===== src/rtl/mem_stage.sv =====
// Memory stage of the RV32I pipeline: EX/MEM register, data-memory
// handshake FSM, store lane formatting, load alignment/extension and
// the MEM/WB register. Forwarding taps come straight off EX/MEM.
module mem_stage (
  input  logic        i_clk,
  input  logic        i_rst,
  input  logic        i_valid,
  input  logic [31:0] i_alu_result,
  input  logic [31:0] i_store_data,
  input  logic [31:0] i_pc_plus4,
  input  logic [4:0]  i_rd,
  input  logic        i_reg_write,
  input  logic        i_mem_read,
  input  logic        i_mem_write,
  input  logic        i_jump,
  input  logic [2:0]  i_funct3,
  output logic        o_stall,
  output logic        o_dmem_req,
  output logic        o_dmem_we,
  output logic [31:0] o_dmem_addr,
  output logic [31:0] o_dmem_wdata,
  output logic [3:0]  o_dmem_mask,
  input  logic        i_dmem_ready,
  input  logic        i_dmem_rvalid,
  input  logic [31:0] i_dmem_rdata,
  output logic [4:0]  o_exmem_rd,
  output logic        o_exmem_rw,
  output logic        o_exmem_is_load,
  output logic [31:0] o_exmem_alu,
  output logic        o_wb_valid,
  output logic        o_wb_we,
  output logic        o_wb_trap,
  output logic [4:0]  o_wb_rd,
  output logic [31:0] o_wb_data
);

  typedef enum logic {
    S_IDLE = 1'b0,
    S_WAIT = 1'b1
  } state_t;

  state_t r_state;

  // EX/MEM pipeline register
  logic        r_valid;
  logic [31:0] r_alu;
  logic [31:0] r_store_data;
  logic [31:0] r_pc_plus4;
  logic [4:0]  r_rd;
  logic        r_reg_write;
  logic        r_mem_read;
  logic        r_mem_write;
  logic        r_jump;
  logic [2:0]  r_funct3;

  // MEM/WB pipeline register
  logic        r_wb_valid;
  logic        r_wb_we;
  logic        r_wb_trap;
  logic [4:0]  r_wb_rd;
  logic [31:0] r_wb_data;

  logic        w_is_store;
  logic        w_is_load;
  logic        w_mem_op;
  logic        w_misaligned;
  logic        w_trap;
  logic        w_aligned_op;
  logic        w_req;
  logic        w_stall;
  logic        w_complete;
  logic [31:0] w_wdata;
  logic [3:0]  w_mask;
  logic [7:0]  w_byte;
  logic [15:0] w_half;
  logic [31:0] w_load_data;
  logic [31:0] w_fwd_value;
  logic [31:0] w_wb_data;

  // A write flag marks a store; a load is a read that is not also a store.
  assign w_is_store   = r_mem_write;
  assign w_is_load    = r_mem_read & ~r_mem_write;
  assign w_mem_op     = r_valid & (r_mem_read | r_mem_write);
  assign w_misaligned = ((r_funct3[1:0] == 2'b01) & r_alu[0]) |
                        ((r_funct3[1:0] == 2'b10) & (r_alu[1:0] != 2'b00));
  assign w_trap       = w_mem_op & w_misaligned;
  assign w_aligned_op = w_mem_op & ~w_misaligned;
  assign w_req        = w_aligned_op & (r_state == S_IDLE);
  assign w_stall      = w_aligned_op &
                        ~(w_is_store & i_dmem_ready) &
                        ~((r_state == S_WAIT) & i_dmem_rvalid);
  assign w_complete   = r_valid & ~w_stall;
  assign w_fwd_value  = r_jump ? r_pc_plus4 : r_alu;

  // Replicate store data across lanes and build byte enables from size/offset
  always_comb begin
    w_wdata = r_store_data;
    w_mask  = 4'b1111;
    case (r_funct3[1:0])
      2'b00: begin
        w_wdata = {4{r_store_data[7:0]}};
        w_mask  = 4'b0001 << r_alu[1:0];
      end
      2'b01: begin
        w_wdata = {2{r_store_data[15:0]}};
        w_mask  = 4'b0011 << {r_alu[1], 1'b0};
      end
      default: begin
        w_wdata = r_store_data;
        w_mask  = 4'b1111;
      end
    endcase
  end

  // Pick the addressed byte/half of the returned word and extend it
  always_comb begin
    w_byte = i_dmem_rdata[7:0];
    case (r_alu[1:0])
      2'b00:   w_byte = i_dmem_rdata[7:0];
      2'b01:   w_byte = i_dmem_rdata[15:8];
      2'b10:   w_byte = i_dmem_rdata[23:16];
      default: w_byte = i_dmem_rdata[31:24];
    endcase
    w_half = r_alu[1] ? i_dmem_rdata[31:16] : i_dmem_rdata[15:0];
    case (r_funct3)
      3'b000:  w_load_data = {{24{w_byte[7]}}, w_byte};
      3'b001:  w_load_data = {{16{w_half[15]}}, w_half};
      3'b100:  w_load_data = {24'd0, w_byte};
      3'b101:  w_load_data = {16'd0, w_half};
      default: w_load_data = i_dmem_rdata;
    endcase
  end

  // Writeback value: load data wins, then the link value, then the ALU result
  always_comb begin
    w_wb_data = w_fwd_value;
    if (w_is_load) begin
      w_wb_data = w_load_data;
    end
  end

  // EX/MEM register captures upstream fields whenever the stage is not stalled
  always_ff @(posedge i_clk or posedge i_rst) begin
    if (i_rst) begin
      r_valid      <= 1'b0;
      r_alu        <= 32'd0;
      r_store_data <= 32'd0;
      r_pc_plus4   <= 32'd0;
      r_rd         <= 5'd0;
      r_reg_write  <= 1'b0;
      r_mem_read   <= 1'b0;
      r_mem_write  <= 1'b0;
      r_jump       <= 1'b0;
      r_funct3     <= 3'd0;
    end else if (!w_stall) begin
      r_valid      <= i_valid;
      r_alu        <= i_alu_result;
      r_store_data <= i_store_data;
      r_pc_plus4   <= i_pc_plus4;
      r_rd         <= i_rd;
      r_reg_write  <= i_reg_write;
      r_mem_read   <= i_mem_read;
      r_mem_write  <= i_mem_write;
      r_jump       <= i_jump;
      r_funct3     <= i_funct3;
    end
  end

  // Handshake FSM: an accepted load waits for rvalid, stores finish on accept
  always_ff @(posedge i_clk or posedge i_rst) begin
    if (i_rst) begin
      r_state <= S_IDLE;
    end else begin
      case (r_state)
        S_IDLE: begin
          if (w_req && w_is_load && i_dmem_ready) begin
            r_state <= S_WAIT;
          end
        end
        S_WAIT: begin
          if (i_dmem_rvalid) begin
            r_state <= S_IDLE;
          end
        end
        default: r_state <= S_IDLE;
      endcase
    end
  end

  // MEM/WB register takes the completing entry, otherwise shows a bubble
  always_ff @(posedge i_clk or posedge i_rst) begin
    if (i_rst) begin
      r_wb_valid <= 1'b0;
      r_wb_we    <= 1'b0;
      r_wb_trap  <= 1'b0;
      r_wb_rd    <= 5'd0;
      r_wb_data  <= 32'd0;
    end else if (w_complete) begin
      r_wb_valid <= 1'b1;
      r_wb_we    <= r_reg_write & ~w_trap & (r_rd != 5'd0);
      r_wb_trap  <= w_trap;
      r_wb_rd    <= r_rd;
      r_wb_data  <= w_wb_data;
    end else begin
      r_wb_valid <= 1'b0;
      r_wb_we    <= 1'b0;
      r_wb_trap  <= 1'b0;
    end
  end

  assign o_stall         = w_stall;
  assign o_dmem_req      = w_req;
  assign o_dmem_we       = w_req & w_is_store;
  assign o_dmem_addr     = {r_alu[31:2], 2'b00};
  assign o_dmem_wdata    = w_wdata;
  assign o_dmem_mask     = w_req ? w_mask : 4'b0000;
  assign o_exmem_rd      = r_rd;
  assign o_exmem_rw      = r_valid & r_reg_write;
  assign o_exmem_is_load = r_valid & w_is_load;
  assign o_exmem_alu     = w_fwd_value;
  assign o_wb_valid      = r_wb_valid;
  assign o_wb_we         = r_wb_we;
  assign o_wb_trap       = r_wb_trap;
  assign o_wb_rd         = r_wb_rd;
  assign o_wb_data       = r_wb_data;

endmodule


===== config.mk =====
export PLATFORM = sky130hd
export DESIGN_NAME = mem_stage
export DESIGN_NICKNAME = d
export VERILOG_FILES = /design/src/rtl/mem_stage.sv
export SDC_FILE = /design/constraint.sdc
export NUM_CORES = 1
export LEC_CHECK = 0
export ABC_CLOCK_PERIOD_IN_PS = 7100
export CAP_MARGIN = 5
export CORE_ASPECT_RATIO = 1.5
export CORE_MARGIN = 1
export CORE_UTILIZATION = 50
export CTS_BUF_LIST = sky130_fd_sc_hd__clkbuf_2
export DETAILED_ROUTE_END_ITERATION = 6
export PLACE_DENSITY = 0.89
export SYNTH_ARGS = -nofsm -noshare
export SYNTH_HDL_FRONTEND = slang
export SYNTH_SLANG_ARGS = --single-unit

===== constraint.sdc =====
create_clock -name i_clk -period 7.1 [get_ports i_clk]
set_input_delay 0.71 -clock i_clk [delete_from_list [all_inputs] [get_ports i_clk]]
set_output_delay 0.71 -clock i_clk [all_outputs]
set_load 0.01 [all_outputs]

Word level (Yosys, flattened, before mapping)
Index checks and enable logic that the tools add are counted.
W data, S select, Z words.

word-level totals
  flip-flop bits (word level) = 150
  output and inout port bits = 150
  logic and storage cells = 72

cells by class
  bitwise logic cells = 26
  shift operators = 2
  reduce and logical (&&, ||, !) cells = 7
  eq/ne operators = 7
  muxes and demuxes = 14

operators with widths
  kind                   count
  $pmux W32 S4           1
  $mux W32               2
  $pmux W32 S2           1
  $pmux W8 S3            1
  $and A1 B1 Y1          17
  $mux W16               1
  $pmux W4 S2            1
  $not A1 Y1             7
  $eq A3 B3 Y1 const B   2
  $mux W1                5
  $reduce_bool A5 Y1     1
  $eq A2 B1 Y1 const B   2
  $eq A2 B2 Y1 const B   2
  $logic_not A2 Y1       2
  $mux W4                1
  $shl A1 B2 Y4 const A  1
  $shl A2 B2 Y4 const A  1
  $eq A3 B1 Y1 const B   1
  $logic_not A3 Y1       1
  $logic_and A1 B1 Y1    2
  $or A1 B1 Y1           2
  $pmux W1 S2            1
  $reduce_bool A2 Y1     1

Logic depth before layout (Yosys ltp)
  depth after elaboration = 10
  mapped depth = 8
  mapped depth without buffers = 5

Worst setup path after synthesis
No wires, ideal clock.

  kind = register to output
  start point = reg r_funct3[1]
  end point = out o_dmem_wdata[10]
  path buffers = 2
  data arrival time = 1.600 ns
  setup slack = 4.790 ns
  cell stages (with the launch flop) = 5
  cells stage by stage = dfrtp_1 > clkbuf_1 > clkbuf_1 > nor2_1 > mux2_2

between the ends
  word-level cells in the longest chain between the ends = 2
  elaborated cells on any way between the ends = 3
  those cells by class = eq/ne (1); mux (1); reduce/logical (1)

RTL lines
  item                                                     line  RTL
  start, declared                                          54    logic [2:0] r_funct3;
  start signal, assigned                                   165   r_funct3 <= i_funct3;
  $eq A2 B1 Y1 / $logic_not A2 Y1 (equally long branches)  99    case (r_funct3[1:0])
  $pmux W32 S2 *                                           99
  end, declared                                            21    output logic [31:0] o_dmem_wdata,

Mark *: on every way between the ends. The rest lies on a longest branch, timed or not.

Final worst setup path
  start point = reg r_funct3[1]
  end point = out o_dmem_we

between the ends
  word-level cells in the longest chain between the ends = 7
  elaborated cells on any way between the ends = 9
  those cells by class = eq/ne (2); bitwise (7)

RTL lines
  item                                                 line    RTL
  $eq A2 B1 Y1 / $eq A2 B2 Y1 (equally long branches)  84, 85
  $and A1 B1 Y1 (on tied branches)                     84, 85
  $or A1 B1 Y1 *                                       84      assign w_misaligned = ((r_funct3[1:0] == 2'b01) & r_alu[0]) |
  $not A1 Y1 *                                         87      assign w_aligned_op = w_mem_op & ~w_misaligned;
  $and A1 B1 Y1 *                                      87
  $and A1 B1 Y1 *                                      88      assign w_req = w_aligned_op & (r_state == S_IDLE);
  $and A1 B1 Y1 *                                      213     assign o_dmem_we = w_req & w_is_store;
  end, declared                                        19      output logic o_dmem_we,

Marked as above.

==> out/results.tsv <==
stage	metric	value	unit
status	outcome	finished, final reports clean	
floorplanning	num_rows	55	
worst_setup_path	path_cells	buf_4 -> nand3b_1 -> o21ai_0 -> or3_1 -> inv_1 -> and2_1 -> clkdlybuf4s50_1	
detailed_routing	route.vias.total	6146	
yosys	synth.yosys.seq_area_share	47.85	%
yosys	ys_ff_latch	150	
yosys	postSynth.asyncResetShare	100.0	%
sta	layout_worst_path_cycle_share	59.39	%
final_layout	final_layout_size_suffix_gt1_share	24.38	%
global_routing	grt_overflow	0	
flow_run	max_cap_viol_count	0	
global_routing	grt_pass1_wl	34.39	mm
sta	slew_headroom	15.55	%
yosys	synth_top_family_by_area	multiplexers	
global_routing	grt_usage	27.59	%
final_layout	layout_common_cells	clkdlybuf4s50_1, mux2_2, dfrtp_1, nor2_1, clkbuf_2	
power_and_ir_drop	swShare	38.38	%
final_layout	nFillCells	1115	
detailed_routing	top_layer	met4	
placement	io_buffers	292	
sta	slew_violations	0	
sta	fin_tns_setup	0	ns
worst_setup_path	rrSetupSlack	3.51	ns
sta	clock_skew	0.02834	ns
power_and_ir_drop	p_comb_share	61.4	%
final_layout	area_growth	38.11	%
detailed_routing	dr.pass1.iters	5	
worst_setup_path	critPathKind	reg2out	
clocking	ctsHoldBuffers	0	
global_routing	antenna_found_initial	1	
detailed_routing	drt-met1-wl	8.146	mm
sta	hold_viol	0	
final_layout	final_nets	1018	
floorplanning	initial_core_util	51.58	%
power_and_ir_drop	p_sw	0.002170	W
sta	setup_slack	2.884	ns
detailed_routing	drc	0	
yosys	synthMuxAreaShare	26.27	%
detailed_routing	drt_iter0_drc	331	
placement	gp_congestion	0.8920	
worst_setup_path	r2r-end	r_pc_plus4[4]	
yosys	synth_cell_types	43	
clocking	clock_latency	0.71	ns
yosys	synth_adder_area_share	0	%
floorplanning	die_h	155.4	µm
sta	min_period	4.216	ns
sta	hold_slack	0.5032	ns
detailed_routing	via_per_inst	5.659	
yosys	ys.flop_type	dfrtp_1	
global_routing	grt_pass1_vias	6392	
clocking	cts_tree	yes	
worst_setup_path	crit_arrival	3.51	ns
sta	setup_viol_count_final	0	
yosys	synthXorXnorAreaFrac	0	%
yosys	synth-edff-count	0	
clocking	cts_buffers	17	
detailed_routing	met2_wirelength	11.67	mm
sta	fmax	0.2372	GHz
placement	post-place-ws	3.537	ns
yosys	synth-compound-area-share	12.25	%
worst_setup_path	slowest_stage	dfrtp_2	
clocking	cts_resized	0	
yosys	netlist_instances	644	
power_and_ir_drop	cellInternalPower	0.003483	W
clocking	cts-root-buf	clkbuf_2	
detailed_routing	antenna_left	0	
worst_setup_path	crit_path_end_kind	primary output	
clocking	htree_levels	4	
sta	rsz0062_at_grt	no	
global_routing	grt_start_max_net_pins	91	
detailed_routing	totalWireLength	21.87	mm
floorplanning	die_area	0.01620	mm²
clocking	cts_max_path_buffers	2	
yosys	syn_avg_cell_area	12.18	µm²
clocking	clk_pin_slew	0.22	ns
detailed_routing	wl_per_cell	20.14	µm
worst_hold_path	hold_path_class	in2async	
final_layout	final_util	71.23	%
clocking	postCtsSetupBuffers	0	
power_and_ir_drop	p_per_area	521.8	mW/mm²
power_and_ir_drop	p_seq_share	29.3	%
detailed_routing	met3_length	1.296	mm
yosys	yosys.area_share.simple	6.444	%
power_and_ir_drop	peakVddDrop	0.0002759	V
worst_setup_path	reg2reg_from	r_funct3[1]	
clocking	cts_num_sinks	150	
floorplanning	die_w	104.3	µm
sta	worstMarginPinSlew	1.267	ns
worst_setup_path	r2r_cells	7	
yosys	synth_area	0.007844	mm²
yosys	yosysWarnings	0	
worst_setup_path	critPathMaxFanout	44	
worst_setup_path	crit_path_max_incr_delay	0.71	ns
final_layout	final_common_cell	clkdlybuf4s50_1	
power_and_ir_drop	p_clk_share	9.3	%
worst_setup_path	critical_path_required	6.39	ns
placement	dpl.hpwl	16.19	mm
power_and_ir_drop	p_leak	4.325	nW
floorplanning	pin_count	295	
worst_setup_path	start_kind	register	
floorplanning	coreArea	0.01521	mm²
==> kinds of logic (layout without fill, tap and decap cells) <==
logic type	Yosys count	count (layout)
AND/OR/NAND/NOR	92	92
flip-flops	150	150
multiplexers	181	181
buffers and inverters	99	340
other	1	3
AO/OA/AOI/OAI	121	121
==> area by class of cell <==
class | instances | area (µm²) | share of cell area [%]
Sequential cell | 150 | 3756 | 34.67
Multi-Input combinational cell | 396 | 3547 | 32.74
Timing Repair Buffer | 300 | 2983 | 27.54
Tap cell | 199 | 249.0 | 2.298
Clock inverter | 12 | 160.2 | 1.478
Clock buffer | 20 | 100.1 | 0.9240
Inverter | 8 | 35.03 | 0.3234
Antenna cell | 1 | 2.502 | 0.02310
==> how the worst max path moves through the flow <==
| stage | from | end | slack, ns | depth (start not counted) |
|---|---|---|---|---|
| after global routing | r_funct3[1] | o_dmem_we | 2.59 | 7 |
| after global placement | r_funct3[1] | r_alu[11] | 3.64 | 7 |
| after CTS | r_funct3[1] | o_dmem_we | 2.77 | 7 |
| after floorplan | i_rst | o_exmem_rd[0] | 2.35 | 1 |
| after detailed placement | r_funct3[1] | o_wb_data[14] | 3.54 | 6 |
| final | r_funct3[1] | o_dmem_we | 2.88 | 7 |
==> layer usage <==
layer,track usage (%),vias up
li1,-,2792
met1,30.82,3060
met2,48.85,246
met3,7.248,48
met4,12.79,0
met5,0,-
==> cell usage after synthesis (2+ instances only) <==
library cell / count / share of area, %
a211oi_1: 17 / 1.6
a21oi_1: 12 / 0.77
a221o_1: 17 / 2.2
a221oi_1: 6 / 0.67
a22o_1: 16 / 1.8
a2bb2oi_1: 6 / 0.67
and2_1: 10 / 0.80
buf_2: 18 / 1.1
buf_4: 42 / 4.0
clkbuf_1: 30 / 1.4
dfrtp_1: 150 / 48
inv_1: 8 / 0.38
mux2_2: 161 / 23
mux2_4: 7 / 1.3
mux2i_1: 12 / 1.5
nand2_1: 13 / 0.62
nand2b_1: 10 / 0.80
nand3b_1: 9 / 0.86
nand4b_1: 6 / 0.67
nor2_1: 25 / 1.2
nor2b_1: 11 / 0.88
nor3_1: 4 / 0.26
o2111ai_1: 6 / 0.67
o211ai_1: 6 / 0.57
o21ai_0: 15 / 0.96
o21ai_2: 2 / 0.22
o32a_1: 9 / 1.1
==> power groups by stage <==
stage	combinational [W]	clock, W	sequential (W)
global route	0.00369	0.000574	0.00173
detailed placement	0.00347	0	0.00168
floorplan	0.00219	0	0.00156
global placement	0.00341	0	0.00165
finish	0.00347	0.000527	0.00166
CTS	0.00349	0.000541	0.00166
==> per-stage QoR <==
stage                     std cells  power [W]  cell area, µm²
after global routing           1086   0.005993           10830
after global placement         1053   0.005065           10570
final                          1086   0.005653           10830
after detailed placement       1053   0.005150           10570
after CTS                      1085   0.005686           10830
after floorplan                 645   0.003754            7848
==> worst max-delay path: cells and delay by family (launching register included) <==
family | cells | cell delay [ns]
AO/OA/AOI/OAI | 1 | 0.14
buffers and inverters | 3 | 1.11
flip-flops | 1 | 0.71
AND/OR/NAND/NOR | 3 | 0.84
==> state kept, by name, indices dropped and copies added (netlist names) <==
name and cells:
o_exmem_rd 5, o_wb_data 32, o_wb_rd 5, o_wb_trap 1
o_wb_valid 1, o_wb_we 1, r_alu 32, r_funct3 3
r_jump 1, r_mem_read 1, r_mem_write 1, r_pc_plus4 32
r_reg_write 1, r_state 1, r_store_data 32, r_valid 1
Note: power is estimated with default switching activity, not from simulation.
